--- src/rtl/i2s_rx_deser.sv ---
// Serial receive deserializer for I2S / MSB-justified audio: detects slot starts from ws,
// assembles MSB-aligned left/right words and strobes them into the Rx FIFO.
module i2s_rx_deser #(
   parameter int DW = 32
) (
   input  logic          sclk,
   input  logic          preset,
   input  logic          rx_en,
   input  logic          frame_size,
   input  logic          standard,
   input  logic          stereo,
   input  logic          ws,
   input  logic          sd,
   input  logic          rx_full,
   input  logic          err_clr,
   output logic          rx_wen,
   output logic [DW-1:0] rx_data,
   output logic          rx_right,
   output logic          overrun,
   output logic          slot_err
);
   typedef enum logic [1:0] {IDLE, SYNC, SHIFT, HOLD} state_t;
   localparam int CW = $clog2(DW) + 1;

   state_t        state_q, state_d;
   logic          ws_q;
   logic          chg_dly_q, chg_dly_d;
   logic [DW-1:0] shreg_q, shreg_d;
   logic [CW-1:0] cnt_q, cnt_d;
   logic          fsz_q, fsz_d;
   logic          std_q, std_d;
   logic          stereo_q, stereo_d;
   logic          right_q, right_d;
   logic          rx_wen_q, rx_wen_d;
   logic [DW-1:0] rx_data_q, rx_data_d;
   logic          rx_right_q, rx_right_d;
   logic          overrun_q, overrun_d;
   logic          slot_err_q, slot_err_d;

   logic          chg, std_eff, start, new_right, last_bit;
   logic          emit, early, keep;
   logic [DW-1:0] shift_in, emit_word;
   logic [CW-1:0] cnt_inc, wlen;
   logic [CW:0]   sh_amt;

   // Slot settings are frozen once a slot is running; the live inputs only matter while syncing.
   always_comb begin
      chg       = ws ^ ws_q;
      std_eff   = (state_q == SHIFT || state_q == HOLD) ? std_q : standard;
      start     = std_eff ? chg : chg_dly_q;
      new_right = std_eff ? ~ws : ws_q;
      wlen      = fsz_q ? CW'(DW) : CW'(DW / 2);
      cnt_inc   = cnt_q + CW'(1);
      last_bit  = (cnt_inc == wlen);
      shift_in  = {shreg_q[DW-2:0], sd};
      sh_amt    = (CW + 1)'(DW) - {1'b0, cnt_q};
      chg_dly_d = chg & (state_q != IDLE);
   end

   always_ff @(posedge sclk or negedge preset) begin
      if (!preset) state_q <= IDLE;
      else         state_q <= state_d;
   end

   always_comb begin
      state_d = state_q;
      case (state_q)
         IDLE:    if (rx_en) state_d = SYNC;
         SYNC:    if (!rx_en) state_d = IDLE;
                  else if (start) state_d = SHIFT;
         SHIFT:   if (start) state_d = rx_en ? SHIFT : IDLE;
                  else if (last_bit) state_d = rx_en ? HOLD : IDLE;
         HOLD:    if (start) state_d = rx_en ? SHIFT : IDLE;
         default: state_d = IDLE;
      endcase
   end

   always_comb begin
      shreg_d   = shreg_q;
      cnt_d     = cnt_q;
      fsz_d     = fsz_q;
      std_d     = std_q;
      stereo_d  = stereo_q;
      right_d   = right_q;
      emit      = 1'b0;
      early     = 1'b0;
      emit_word = '0;
      if (state_q == SHIFT) begin
         if (start) begin
            // Slot cut short: flush what arrived, left-aligned with zero padding.
            emit      = 1'b1;
            early     = 1'b1;
            emit_word = shreg_q << sh_amt;
         end else begin
            shreg_d = shift_in;
            cnt_d   = cnt_inc;
            if (last_bit) begin
               emit      = 1'b1;
               emit_word = fsz_q ? shift_in : {shift_in[DW/2-1:0], {(DW/2){1'b0}}};
            end
         end
      end
      if (start && rx_en && state_q != IDLE) begin
         shreg_d  = {{(DW-1){1'b0}}, sd};
         cnt_d    = CW'(1);
         fsz_d    = frame_size;
         std_d    = standard;
         stereo_d = stereo;
         right_d  = new_right;
      end
      keep       = emit & (stereo_q | ~right_q);
      rx_wen_d   = keep & ~rx_full;
      rx_data_d  = rx_wen_d ? emit_word : rx_data_q;
      rx_right_d = rx_wen_d ? right_q : rx_right_q;
      overrun_d  = err_clr ? 1'b0 : (overrun_q | (keep & rx_full));
      slot_err_d = err_clr ? 1'b0 : (slot_err_q | (keep & early));
   end

   always_ff @(posedge sclk or negedge preset) begin
      if (!preset) begin
         ws_q       <= 1'b0;
         chg_dly_q  <= 1'b0;
         shreg_q    <= '0;
         cnt_q      <= '0;
         fsz_q      <= 1'b0;
         std_q      <= 1'b0;
         stereo_q   <= 1'b0;
         right_q    <= 1'b0;
         rx_wen_q   <= 1'b0;
         rx_data_q  <= '0;
         rx_right_q <= 1'b0;
         overrun_q  <= 1'b0;
         slot_err_q <= 1'b0;
      end else begin
         ws_q       <= ws;
         chg_dly_q  <= chg_dly_d;
         shreg_q    <= shreg_d;
         cnt_q      <= cnt_d;
         fsz_q      <= fsz_d;
         std_q      <= std_d;
         stereo_q   <= stereo_d;
         right_q    <= right_d;
         rx_wen_q   <= rx_wen_d;
         rx_data_q  <= rx_data_d;
         rx_right_q <= rx_right_d;
         overrun_q  <= overrun_d;
         slot_err_q <= slot_err_d;
      end
   end

   assign rx_wen   = rx_wen_q;
   assign rx_data  = rx_data_q;
   assign rx_right = rx_right_q;
   assign overrun  = overrun_q;
   assign slot_err = slot_err_q;
endmodule
--- config.mk ---
export PLATFORM = sky130hd
export DESIGN_NAME = i2s_rx_deser
export DESIGN_NICKNAME = d
export VERILOG_FILES = /design/src/rtl/i2s_rx_deser.sv
export SDC_FILE = /design/constraint.sdc
export NUM_CORES = 1
export LEC_CHECK = 0
export CAP_MARGIN = 5
export CORE_ASPECT_RATIO = 0.6
export CORE_MARGIN = 4
export CORE_UTILIZATION = 50
export CTS_CLUSTER_SIZE = 20
export DETAILED_ROUTE_END_ITERATION = 8
export PLACE_DENSITY_LB_ADDON = 0.12
export SLEW_MARGIN = 10
export SYNTH_ARGS = -nofsm -noshare
export SYNTH_HDL_FRONTEND = slang
export SYNTH_SLANG_ARGS = --single-unit
export TNS_END_PERCENT = 1
--- constraint.sdc ---
create_clock -name sclk -period 5.2 [get_ports sclk]
set_clock_uncertainty 0.15 [all_clocks]
set_input_delay 0.52 -clock sclk [delete_from_list [all_inputs] [get_ports sclk]]
set_output_delay 0.52 -clock sclk [all_outputs]
set_load 0.02 [all_outputs]
After elaboration in Yosys (flattened, before gate mapping) --
Index checks and enable logic that the tools add are counted.
Storage, ports and cells: flip-flop bits (word level) 82, bits in latches 0, bits in writable memories 0, memory bits (read-only) 0, input bits 10, output and inout bits 36, logic and storage cells 76, memories kept 0
Operators by class: $add $sub $neg 2, $mul 0, div/mod/pow operators 0, order comparisons 0, equality and inequality tests 9, shifts and indexed selects 1, muxes and demuxes 30, bitwise logic cells 12, reductions and logical operators 8
Operators by type and width (count):
- $mux W32 | 7
- $shl A32 B7 Y32 | 1
- $mux W6 | 4
- $mux W2 | 8
- $mux W1 | 10
- $pmux W2 S4 | 1
- $sub A6 B6 Y7 const A | 1
- $add A6 B1 Y6 const B | 1
- $eq A6 B6 Y1 | 1
- $ne A3 B3 Y1 const B | 2
- $and A1 B1 Y1 | 5
- $eq A2 B2 Y1 const B | 2
- $ne A2 B2 Y1 const B | 2
- $reduce_and A4 Y1 | 1
- $reduce_bool A2 Y1 | 2
- $not A1 Y1 | 3
- $or A1 B1 Y1 | 3
- $eq A2 B1 Y1 const B | 1
- $logic_and A1 B1 Y1 | 2
- $logic_not A2 Y1 | 1
- $ne A2 B1 Y1 const B | 1
- $reduce_and A2 Y1 | 1
- $logic_or A1 B1 Y1 | 1
- $xor A1 B1 Y1 | 1

Longest topological paths before layout --
Gate-level depths: netlist (run 1).
word-level depth 10, depth in mapped cells 15, mapped depth without buffers 8

Worst setup path before layout (run 1) --
OpenSTA, ideal clock, no wires.
path kind reg-to-reg, start point register cnt_q[0], end point register rx_data_q[23], in the netlist rx_data[23], library setup time 0.132 ns, arrival 3.266 ns, data required time 4.918 ns, setup slack 1.653 ns, stages on the path, launching flop included 15, path buffers 6, period minus slack after synthesis 3.547 ns, path through dfrtp_1 -> buf_2 -> inv_1 -> buf_2 -> clkbuf_1 -> ha_1 -> buf_2 -> buf_2 -> buf_2 -> mux2_2 -> mux4_2 -> inv_1 -> nor2_1 -> o31ai_1 -> a31oi_1
Between the ends: longest elaborated chain between the ends 7, elaborated cells between the ends (all ways) 12, those cells by class 2 x add/sub; 1 x eq/ne; 1 x shift; 6 x mux; 2 x bitwise
Ends and longest elaborated chain:
- start, declared | line 29 | logic [CW-1:0] cnt_q, cnt_d;
- start signal, assigned | line 138 | cnt_q <= cnt_d;
- branches (longest 7 deep; another with $sub A6 B6 Y7)
- end signal, assigned | line 144 | rx_data_q <= rx_data_d;
- end, declared | line 35 | logic [DW-1:0] rx_data_q, rx_data_d;
Several ways; the timed one is not identified. A chain may end at the register's enable or synchronous reset.

Worst setup path in the final report (run 1) --
start point register cnt_q[0], end point register rx_data_q[3], in the netlist rx_data[3]
The elaborated chain is that of the path after synthesis.

==> impl_metrics.py, run 1 <==
metrics = {
    "outcome": {
        "outcome": "finished, final reports clean",
    },
    "detailed_routing": {
        "wirelength_um": 20220,
        "postRouteAntennaNets": 0,
        "route.detailed.drc": 0,
        "dr.pass1.iters": 5,
        "vias": 5319,
        "viasPerCell": 6.793,
        "routedWlPerCell_um": 25.82,
        "drtIter0Drc": 583,
    },
    "critical_path": {
        "r2r_setup_slack_ns": 1.35,
        "endpoint_kind": "flop",
        "crit_fanout": 39,
        "ff2ff_path_depth": 9,
        "cp.arrival_ns": 3.92,
        "r2r-end": "rx_data[3]$_DFFE_PN0P_",
        "worstSetupPathType": "reg -> reg",
        "cp.required_ns": 5.27,
        "startpoint_type": "flop",
        "reg2reg_from": "cnt_q[0]$_DFFE_PN0P_",
    },
    "timing": {
        "period_share": 0.7408,
        "tightest_slew_ns": 1.123,
        "max_freq_mhz": 259.6,
        "maxSlewViolCount": 0,
        "tns_ns": 0,
        "rsz0062_at_grt": "false",
        "fin_ws_ns": 1.348,
        "hold_violations": 0,
        "slew_headroom": 0.2511,
        "setup_violations": 0,
        "min_period_ns": 3.852,
    },
    "cts": {
        "postCtsResizedCells": 0,
        "cts.root.buffer_cell": "clkbuf_16",
        "cts-htree-levels": 3,
        "cts_buffers": 9,
        "holdBufCountCts": 0,
        "clock_path_buffers": 2,
        "clk_pin_slew_ns": 0.06,
        "clock_latency_ns": 0.35,
        "clock-sinks": 82,
        "cts_setup_buffers": 0,
        "cts_tree": "yes",
    },
    "place": {
        "place.gp.congestion": 1.052,
        "placed_cell_area_um2": 6324,
        "dp_slack_ns": 1.377,
        "hpwl_um": 14640,
        "numPortBuffers": 45,
    },
    "power_and_ir_drop": {
        "cellLeakagePower_uw": 0.002702,
        "powerDensity_nw_per_um2": 605.0,
        "vdd_drop_max_mv": 0.3518,
    },
    "logic_synthesis": {
        "synth.net_count": 612,
        "ys_types": 61,
        "synthCells": 599,
        "synth-edff-count": 0,
        "ys_ff_latch": 82,
        "yosys_most_used_dff": "dfrtp_1",
        "syn_area_um2": 5789,
        "synth_async_sr_flop_share": 1.000,
        "avgSynthCellArea_um2": 9.665,
        "yosysSeqAreaShare": 0.3544,
        "synth_warnings": 0,
    },
    "die": {
        "chipWidth_um": 146.9,
        "core_um2": 11300,
        "ios": 46,
        "die_h_um": 91.35,
        "dieArea_um2": 13420,
        "core.rowCount": 30,
        "initial_utilization": 0.5124,
    },
    "finish": {
        "insertedDiodeCount": 0,
        "stdcell_area_um2": 6613,
        "fin_util": 0.5853,
        "fin_nets": 631,
        "layout-drive-gt1-share": 0.1653,
        "area_growth_pct": 14.22,
    },
    "job": {
        "cap_violations": 0,
    },
    "grt": {
        "grt_max_degree": 83,
        "grtUsageTotal": 0.3051,
        "grt_pass1_wl_um": 31040,
        "grt_pass1_vias": 4914,
        "antenna_found_initial": 0,
        "overflow": 0,
    },
    "min_path": {
        "hold_path_class": "in -> async",
    },
}
## layout by cell type (no fill, tap or decap), types with 6 or more instances in the layout
master and count:
nor2_1 29, clkdlybuf4s50_1 44, a31oi_1 10, nor3_1 48, mux2i_1 38, nand2_1 44
a22oi_1 9, dfrtp_1 82, buf_4 16, and2_1 6, mux4_2 14, nand3_1 21
inv_1 11, a22o_1 33, o221ai_1 6, a211oi_1 7, a21oi_1 30, mux2_2 46
o21ai_0 20, clkbuf_16 9
## stage by stage
stage,hold WS [ns],instances,total power (µW)
2_1_floorplan,0.07441,599,2546
3_3_place_gp,0.3311,767,3301
3_5_place_dp,0.3444,767,3306
4_1_cts,0.2600,783,3946
5_1_grt,0.3232,783,4208
6_report,0.2120,783,4001
## flip-flops by register name, summed over array words and instances, names as in the netlist
register	count
cnt_q	6
stereo_q	1
chg_dly_q	1
slot_err	1
right_q	1
rx_wen	1
rx_data	32
ws_q	1
std_q	1
rx_right	1
shreg_q	32
state_q	2
overrun	1
fsz_q	1
## critical path, cell delays in order (launching register included)
cell and delay (ns):
dfrtp_1 0.37, buf_4 0.44, ha_1 0.31, nand3_1 0.12, xor2_1 0.21, or4_4 0.48, a211o_1 0.38, a21oi_2 0.78
buf_4 0.36, a21oi_1 0.10
## how the worst max path moves through the flow
stage | start | end | slack, ns | cells past startpoint
after floorplan | cnt_q[0]$_DFFE_PN0P_ | rx_data[23]$_DFFE_PN0P_ | 1.65 | 14
after global placement | cnt_q[0]$_DFFE_PN0P_ | rx_data[14]$_DFFE_PN0P_ | 1.50 | 9
after detailed placement | cnt_q[0]$_DFFE_PN0P_ | rx_data[3]$_DFFE_PN0P_ | 1.38 | 9
after CTS | cnt_q[0]$_DFFE_PN0P_ | rx_data[3]$_DFFE_PN0P_ | 1.35 | 9
after global routing | cnt_q[0]$_DFFE_PN0P_ | rx_data[3]$_DFFE_PN0P_ | 1.16 | 9
final | cnt_q[0]$_DFFE_PN0P_ | rx_data[3]$_DFFE_PN0P_ | 1.35 | 9
## synthesized netlist by cell type, types with 4 or more instances
cell       n  area share
or3_1      5      0.0054
a22o_1    33       0.050
nand3_1   21       0.018
nor2_1    30       0.019
mux2i_1   38       0.066
o211ai_1   4      0.0052
nand2_1   44       0.029
buf_4      5      0.0065
a21oi_1   30       0.026
mux4_2    14       0.054
a22oi_1    9       0.012
and2_1     6      0.0065
clkbuf_1  22       0.014
inv_1     11      0.0071
xnor2_1    5      0.0076
o21a_1     5      0.0065
a32oi_1    4      0.0061
mux2_2    46       0.089
o22ai_1    5      0.0054
nand2b_1   5      0.0054
a31oi_1   10       0.011
nor3_1    48       0.041
o21ai_0   20       0.017
xor2_1     5      0.0076
o221ai_1   6      0.0091
buf_2     19       0.016
dfrtp_1   82        0.35
a211oi_1   7      0.0091
and3_1     4      0.0043
a211o_1    4      0.0061
## cell type report
class | count | area [µm²]
clock buffers | 12 | 236.5
multi-input cells | 454 | 3470
well taps | 160 | 200.2
inverters | 11 | 41.29
repair buffers | 60 | 560.5
fillers | 977 | 4686
clock inverters | 4 | 52.55
flip-flops and latches | 82 | 2052
## cell families (layout without fill, tap and decap cells)
kind of cell | after synthesis | in the layout | share of synthesized area
AOI/OAI and AO/OA | 168 | 168 | 0.2140
xor gates and xnor gates | 10 | 10 | 0.01513
adders and majority gates | 3 | 3 | 0.006484
buffers and inverters | 63 | 87 | 0.05209
DFF | 82 | 82 | 0.3544
muxes | 99 | 99 | 0.2142
and+or+nand+nor | 174 | 174 | 0.1437
## per-layer routing
metal / wire length (µm) / vias up / GRT usage
met2: 7631 / 321 / 0.3788
met3: 2901 / 36 / 0.1436
li1: - / 2322 / -
met4: 293 / 2 / 0.05581
met5: 83 / - / 0.05000
met1: 9307 / 2638 / 0.4701
## report_power, final
group	total (µW)	switching, µW	internal (µW)
clock network	637	264	373
registers	1030	213	814
logic	2340	1410	921
total	4000	1890	2110
Note: power is estimated with default switching activity, not from simulation.
==> run 2: changes to the inputs <==
==> constraint.sdc (replaced) <==
create_clock -name sclk -period 3.2 [get_ports sclk]
set_clock_uncertainty 0.15 [all_clocks]
set_input_delay 0.32 -clock sclk [delete_from_list [all_inputs] [get_ports sclk]]
set_output_delay 0.32 -clock sclk [all_outputs]
set_load 0.02 [all_outputs]
==> run 2 against run 1 <==
Effect of this change:
- the flow now finishes with violations (negative hold slack)
- first-iteration DRC count grew 22%
- die area is the same
- worst setup slack lost 1.2 ns
- wire length grew 4.2%
- via count grew 4.0%
- cell count grew 2.7%
- power grew 72%
- sequential cell count is the same
- clock-buffer cell count shrank 2
- critical endpoint is now rx_data[21]$_DFFE_PN0P_
- largest power group unchanged
- highest routed layer unchanged
==> impl_metrics.py, run 2 (same netlist as run 1, synthesis figures left out) <==
metrics = {
    "outcome": {
        "outcome": "complete, but fails checks",
        "violations": "negative hold slack",
    },
    "place": {
        "dp_slack_ns": -0.02598,
        "numPortBuffers": 45,
        "placed_cell_area_um2": 6516,
        "hpwl_um": 15570,
        "place.gp.congestion": 1.051,
    },
    "power_and_ir_drop": {
        "power_switching_uw": 3211,
        "p_sw_frac": 0.4658,
        "powerDensity_nw_per_um2": 1005,
        "pwr-share-clk": 0.166,
        "cellLeakagePower_uw": 0.002850,
        "p_comb_frac": 0.603,
        "vdd_drop_max_mv": 0.6092,
        "power_frac_seq": 0.231,
        "p_int_uw": 3682,
    },
    "grt": {
        "grt_pass1_wl_um": 32040,
        "overflow": 0,
        "grtUsageTotal": 0.3153,
        "grt_max_degree": 83,
        "antenna_found_initial": 0,
        "grt_pass1_vias": 5170,
    },
    "cts": {
        "clock-sinks": 82,
        "cts_setup_buffers": 0,
        "cts.root.buffer_cell": "clkbuf_16",
        "postCtsResizedCells": 1,
        "cts-htree-levels": 3,
        "cts_tree": "yes",
        "clock_path_buffers": 2,
        "holdBufCountCts": 0,
        "clk_pin_slew_ns": 0.06,
        "cts_buffers": 9,
        "clock_latency_ns": 0.35,
    },
    "timing": {
        "period_share": 0.9663,
        "tightest_slew_ns": 1.032,
        "min_period_ns": 3.092,
        "max_freq_mhz": 323.4,
        "slew_headroom": 0.3119,
        "rsz0062_at_grt": "false",
        "fin_ws_ns": 0.1078,
        "holdWs_ns": -0.006971,
        "hold_violations": 2,
        "setup_violations": 0,
        "maxSlewViolCount": 0,
    },
    "die": {
        "chipWidth_um": 146.9,
        "core.rowCount": 30,
        "dieArea_um2": 13420,
        "ios": 46,
        "core_um2": 11300,
        "die_h_um": 91.35,
        "initial_utilization": 0.5124,
    },
    "job": {
        "cap_violations": 0,
    },
    "detailed_routing": {
        "routedWlPerCell_um": 26.20,
        "wirelength_um": 21060,
        "vias": 5530,
        "viasPerCell": 6.878,
        "drtIter0Drc": 711,
        "route.detailed.drc": 0,
        "postRouteAntennaNets": 0,
        "dr.pass1.iters": 8,
    },
    "critical_path": {
        "cp.required_ns": 3.32,
        "cp.arrival_ns": 3.21,
        "crit_fanout": 10,
        "path_cells": "inv_1 -> ha_2 -> nor3b_1 -> xor2_1 -> a2111oi_1 -> buf_4 -> o21ai_0 -> a31oi_1",
        "r2r_setup_slack_ns": 0.11,
        "endpoint_kind": "flop",
        "worstSetupPathType": "reg -> reg",
        "max_stage_delay_ns": 0.77,
        "startpoint_type": "flop",
        "ff2ff_path_depth": 8,
        "cp_slowest_cell": "a2111oi_1",
    },
    "finish": {
        "final_cell_mix": "dfrtp_1 (82), nor3_1 (47), mux2_2 (46)",
        "fillCellCount": 976,
        "layout-drive-gt1-share": 0.2037,
        "layout_commonest_cell": "dfrtp_1",
        "stdcell_area_um2": 6860,
        "regArea_um2": 2052,
        "multi_input_area_um2": 3510,
        "area_growth_pct": 18.50,
        "fin_nets": 651,
    },
    "min_path": {
        "hold_path_class": "in -> async",
    },
}
==> run 2: path summary, 6_finish.rpt <==
check	start	to
min in group sclk	ws	ws_q$_DFF_PN0_
min	preset	rx_data[6]$_DFFE_PN0P_
max	cnt_q[0]$_DFFE_PN0P_	rx_data[21]$_DFFE_PN0P_
max in group asynchronous	preset	cnt_q[2]$_DFFE_PN0P_
min reg2reg	std_q$_DFFE_PN0P_	std_q$_DFFE_PN0P_
max reg2reg	cnt_q[0]$_DFFE_PN0P_	rx_data[21]$_DFFE_PN0P_
==> run 2: metrics by stage <==
| step | utilization | hold slack, ns | TNS (ns) | total power [µW] | std cells |
|---|---|---|---|---|---|
| 4_1_cts | 0.6056 | 0.05620 | 0 | 6763 | 803 |
| 2_1_floorplan | - | -0.1256 | -0.04710 | 4199 | 599 |
| 6_report | 0.6072 | -0.006971 | 0 | 6893 | 804 |
| 5_1_grt | 0.6070 | 0.1061 | 0 | 7195 | 803 |
| 3_3_place_gp | 0.5767 | 0.3314 | -0.03513 | 5578 | 787 |
| 3_5_place_dp | 0.5767 | 0.3452 | -0.02598 | 5605 | 787 |
==> run 2: area by class of cell <==
cell class                 count  share of cell area
multi-input combinational    454              0.5116
inverter                      11            0.006019
clock buffer                  10             0.03338
timing repair buffer          80              0.1072
clock inverter                 6             0.01313
sequential                    82              0.2991
tap                          160             0.02918
antenna                        1           0.0003648
==> run 2: layer usage <==
metal	up-vias	part of all wire	routed length [µm]	GRT usage
li1	2373	-	-	-
met1	2748	0.45	9532	0.4741
met2	353	0.39	8166	0.4136
met3	54	0.14	2869	0.1282
met4	2	0.020	430	0.07442
met5	-	0.0030	63	0.04231
==> run 2: worst max-delay path, delay by kind of cell, from the launching register on <==
kind | cells | cell delay [ns]
xor gates and xnor gates | 1 | 0.31
DFF | 1 | 0.41
AOI/OAI and AO/OA | 3 | 1.02
and+or+nand+nor | 1 | 0.49
buffers and inverters | 2 | 0.32
adders and majority gates | 1 | 0.32
==> run 2: power groups by stage <==
stage                     registers [µW]  clock network [µW]  logic [µW]
after CTS                           1580                1150        4030
after floorplan                     1760                   0        2440
final                               1590                1140        4160
after global routing                1630                1200        4370
after detailed placement            1600                   0        4000
after global placement              1580                   0        4000
==> run 3: changes to the inputs <==
--- a/config.mk
+++ b/config.mk
@@ -5,6 +5,7 @@
 export SDC_FILE = /design/constraint.sdc
 export NUM_CORES = 1
 export LEC_CHECK = 0
+export ABC_CLOCK_PERIOD_IN_PS = 2500
 export CAP_MARGIN = 5
 export CORE_ASPECT_RATIO = 0.6
 export CORE_MARGIN = 4
@@ -12,6 +13,7 @@
 export CTS_CLUSTER_SIZE = 20
 export DETAILED_ROUTE_END_ITERATION = 8
 export PLACE_DENSITY_LB_ADDON = 0.12
+export RECOVER_POWER = 100
 export SLEW_MARGIN = 10
 export SYNTH_ARGS = -nofsm -noshare
 export SYNTH_HDL_FRONTEND = slang
==> constraint.sdc (replaced) <==
create_clock -name sclk -period 2.5 [get_ports sclk]
set_clock_uncertainty 0.15 [all_clocks]
set_input_delay 0.25 -clock sclk [delete_from_list [all_inputs] [get_ports sclk]]
set_output_delay 0.25 -clock sclk [all_outputs]
set_load 0.02 [all_outputs]
==> run 3 against run 2 <==
Effect of this change:
- the run ends with negative setup slack left
- sequential share of layout area down 4.8 points
- largest cell class unchanged
- wire length up 11%
- worst setup slack got worse by 0.34 ns
- clock power rose by 18%
- die area unchanged
- non-clock buffer count up 127
- sequential power grew 27%
- core utilization is 12 points higher
- critical path type unchanged
- first-iteration DRC count shrank 11%
==> impl_metrics.py, run 3 (same netlist as run 1, synthesis figures left out) <==
metrics = {
    "outcome": {
        "outcome": "complete, but fails checks",
        "violations": "negative setup slack",
    },
    "place": {
        "place_inst": 892,
        "hpwl_um": 17740,
        "placed_cell_area_um2": 7426,
        "place.gp.congestion": 1.038,
        "numPortBuffers": 45,
    },
    "power_and_ir_drop": {
        "vdd_drop_max_mv": 0.6041,
        "powerDensity_nw_per_um2": 1263,
        "cellLeakagePower_uw": 0.003576,
    },
    "detailed_routing": {
        "drtIter0Drc": 633,
        "met2_length_um": 9512,
        "postRouteAntennaNets": 0,
        "vias": 6020,
        "highest_layer": "met5",
        "viasPerCell": 6.473,
        "drt-met1-wl_um": 10060,
        "routedWlPerCell_um": 25.24,
        "route.detailed.drc": 0,
        "wirelength_um": 23470,
        "dr_wl_met3_um": 3551,
        "dr.pass1.iters": 5,
    },
    "job": {
        "cap_violations": 0,
    },
    "critical_path": {
        "cp_slowest_cell": "dfrtp_2",
        "r2r-end": "rx_data[28]$_DFFE_PN0P_",
        "cp.required_ns": 2.57,
        "crit_fanout": 6,
        "startpoint_type": "flop",
        "reg2reg_from": "cnt_q[0]$_DFFE_PN0P_",
        "ff2ff_path_depth": 10,
        "cp.arrival_ns": 2.81,
        "path_cells": "inv_4 -> ha_4 -> buf_8 -> xor2_4 -> nand2_1 -> buf_4 -> o221ai_1 -> o2bb2ai_1 -> a211oi_2 -> nor3_1",
        "endpoint_kind": "flop",
        "r2r_setup_slack_ns": -0.24,
        "cp-startpoint": "cnt_q[0]$_DFFE_PN0P_",
        "max_stage_delay_ns": 0.44,
        "crit_end": "rx_data[28]$_DFFE_PN0P_",
        "worstSetupPathType": "reg -> reg",
    },
    "cts": {
        "clock-sinks": 82,
        "cts_buffers": 9,
        "cts-htree-levels": 3,
        "clk_pin_slew_ns": 0.07,
        "cts_tree": "yes",
        "cts.root.buffer_cell": "clkbuf_16",
        "clock_path_buffers": 2,
        "clock_latency_ns": 0.34,
    },
    "die": {
        "initial_utilization": 0.5124,
        "die_h_um": 91.35,
        "dieArea_um2": 13420,
        "core.rowCount": 30,
        "chipWidth_um": 146.9,
        "ios": 46,
        "core_um2": 11300,
    },
    "timing": {
        "maxSlewViolCount": 0,
        "max_freq_mhz": 365.4,
        "rsz0062_at_grt": "true",
        "fin_ws_ns": -0.2367,
        "slew_headroom": 0.3728,
        "period_share": 1.095,
        "min_period_ns": 2.737,
        "hold_violations": 0,
        "setup_violations": 68,
        "tightest_slew_ns": 0.9408,
    },
    "grt": {
        "grt_pass1_vias": 5687,
        "grtUsageTotal": 0.3447,
        "grt_max_degree": 45,
        "grt_pass1_wl_um": 34950,
        "antenna_found_initial": 1,
        "overflow": 0,
    },
    "finish": {
        "insertedDiodeCount": 0,
        "fin_nets": 778,
        "final_cell_mix": "buf_4 (137), dfrtp_1 (81), nor3_1 (46)",
        "area_growth_pct": 41.17,
        "final_cells": 930,
        "layout_commonest_cell": "buf_4",
        "stdcell_area_um2": 8173,
        "layout-drive-gt1-share": 0.3714,
    },
    "min_path": {
        "holdCritStartpoint": "err_clr",
        "hold_path_class": "in -> reg",
    },
}
-- run 3: cell count changes in the layout (fill, tap and decap cells not counted), moves of 5 or more --
cell	before	now
mux2_2	46	34
mux2i_2	0	5
a211oi_1	7	2
dlygate4sd3_1	0	38
buf_6	0	8
a211oi_2	0	5
mux2_4	0	12
buf_4	34	137
buf_8	0	6
mux2i_1	38	32
clkdlybuf4s50_1	44	7
o21ai_0	20	15
-- run 3: critical path: cells and delay by family, from the launching register on --
family,cells,cell delay (ns)
AOI/OAI and AO/OA,3,0.91
xor gates and xnor gates,1,0.29
adders and majority gates,1,0.18
buffers and inverters,3,0.38
DFF,1,0.44
and+or+nand+nor,2,0.26
-- run 3: layout make-up --
type	count	area [µm²]
fillers	826	3126
well taps	160	200.2
clock buffers	12	236.5
inverters	11	43.79
repair buffers	207	1826
flip-flops and latches	82	2053
clock inverters	4	52.55
multi-input cells	454	3761
-- run 3: power breakdown --
part	internal [µW]	switching, µW	total, µW	leakage [µW]
sequential	1700	322	2020	0.00107
combinational	3200	3750	6960	0.00238
clock	776	566	1340	0.000129
-- run 3: worst min-delay path by stage --
| stage | endpoint | slack (ns) | cells after the start |
|---|---|---|---|
| final | slot_err$_DFF_PN0_ | 0.34 | 2 |
| after global routing | slot_err$_DFF_PN0_ | 0.36 | 2 |
| after CTS | rx_data[9]$_DFFE_PN0P_ | 0.27 | 2 |
| after detailed placement | rx_data[9]$_DFFE_PN0P_ | 0.1 | 1 |
| after global placement | rx_data[9]$_DFFE_PN0P_ | 0.08 | 1 |
| after floorplan | chg_dly_q$_DFF_PN0_ | -0.20 | 0 |
-- run 3: per-layer routing --
metal	track usage	vias up
met5	0	-
met4	0.05736	2
met3	0.1541	34
met2	0.4753	407
met1	0.5041	2947
li1	-	2630
-- run 3: per-stage QoR --
step	total power [µW]	setup slack (ns)	TNS, ns	hold slack (ns)	util
6_report	10320	-0.2367	-7.692	0.3437	0.7234
5_1_grt	10770	-0.3194	-14.93	0.3580	0.7234
3_3_place_gp	8174	-0.4648	-6.846	0.08063	0.6573
3_5_place_dp	8258	-0.4448	-13.06	0.09851	0.6573
4_1_cts	10130	-0.1623	-3.202	0.2737	0.7096
2_1_floorplan	5599	-0.4662	-11.35	-0.1956	-
-- run 3: repair_timing --
item,CTS,global route
hold endpoints to repair,38,0
setup buffers,15,5
pin swaps,9,6
hold buffers,1,0
resized for setup,49,25
endpoints found under the setup margin,34,70
gates cloned,0,1
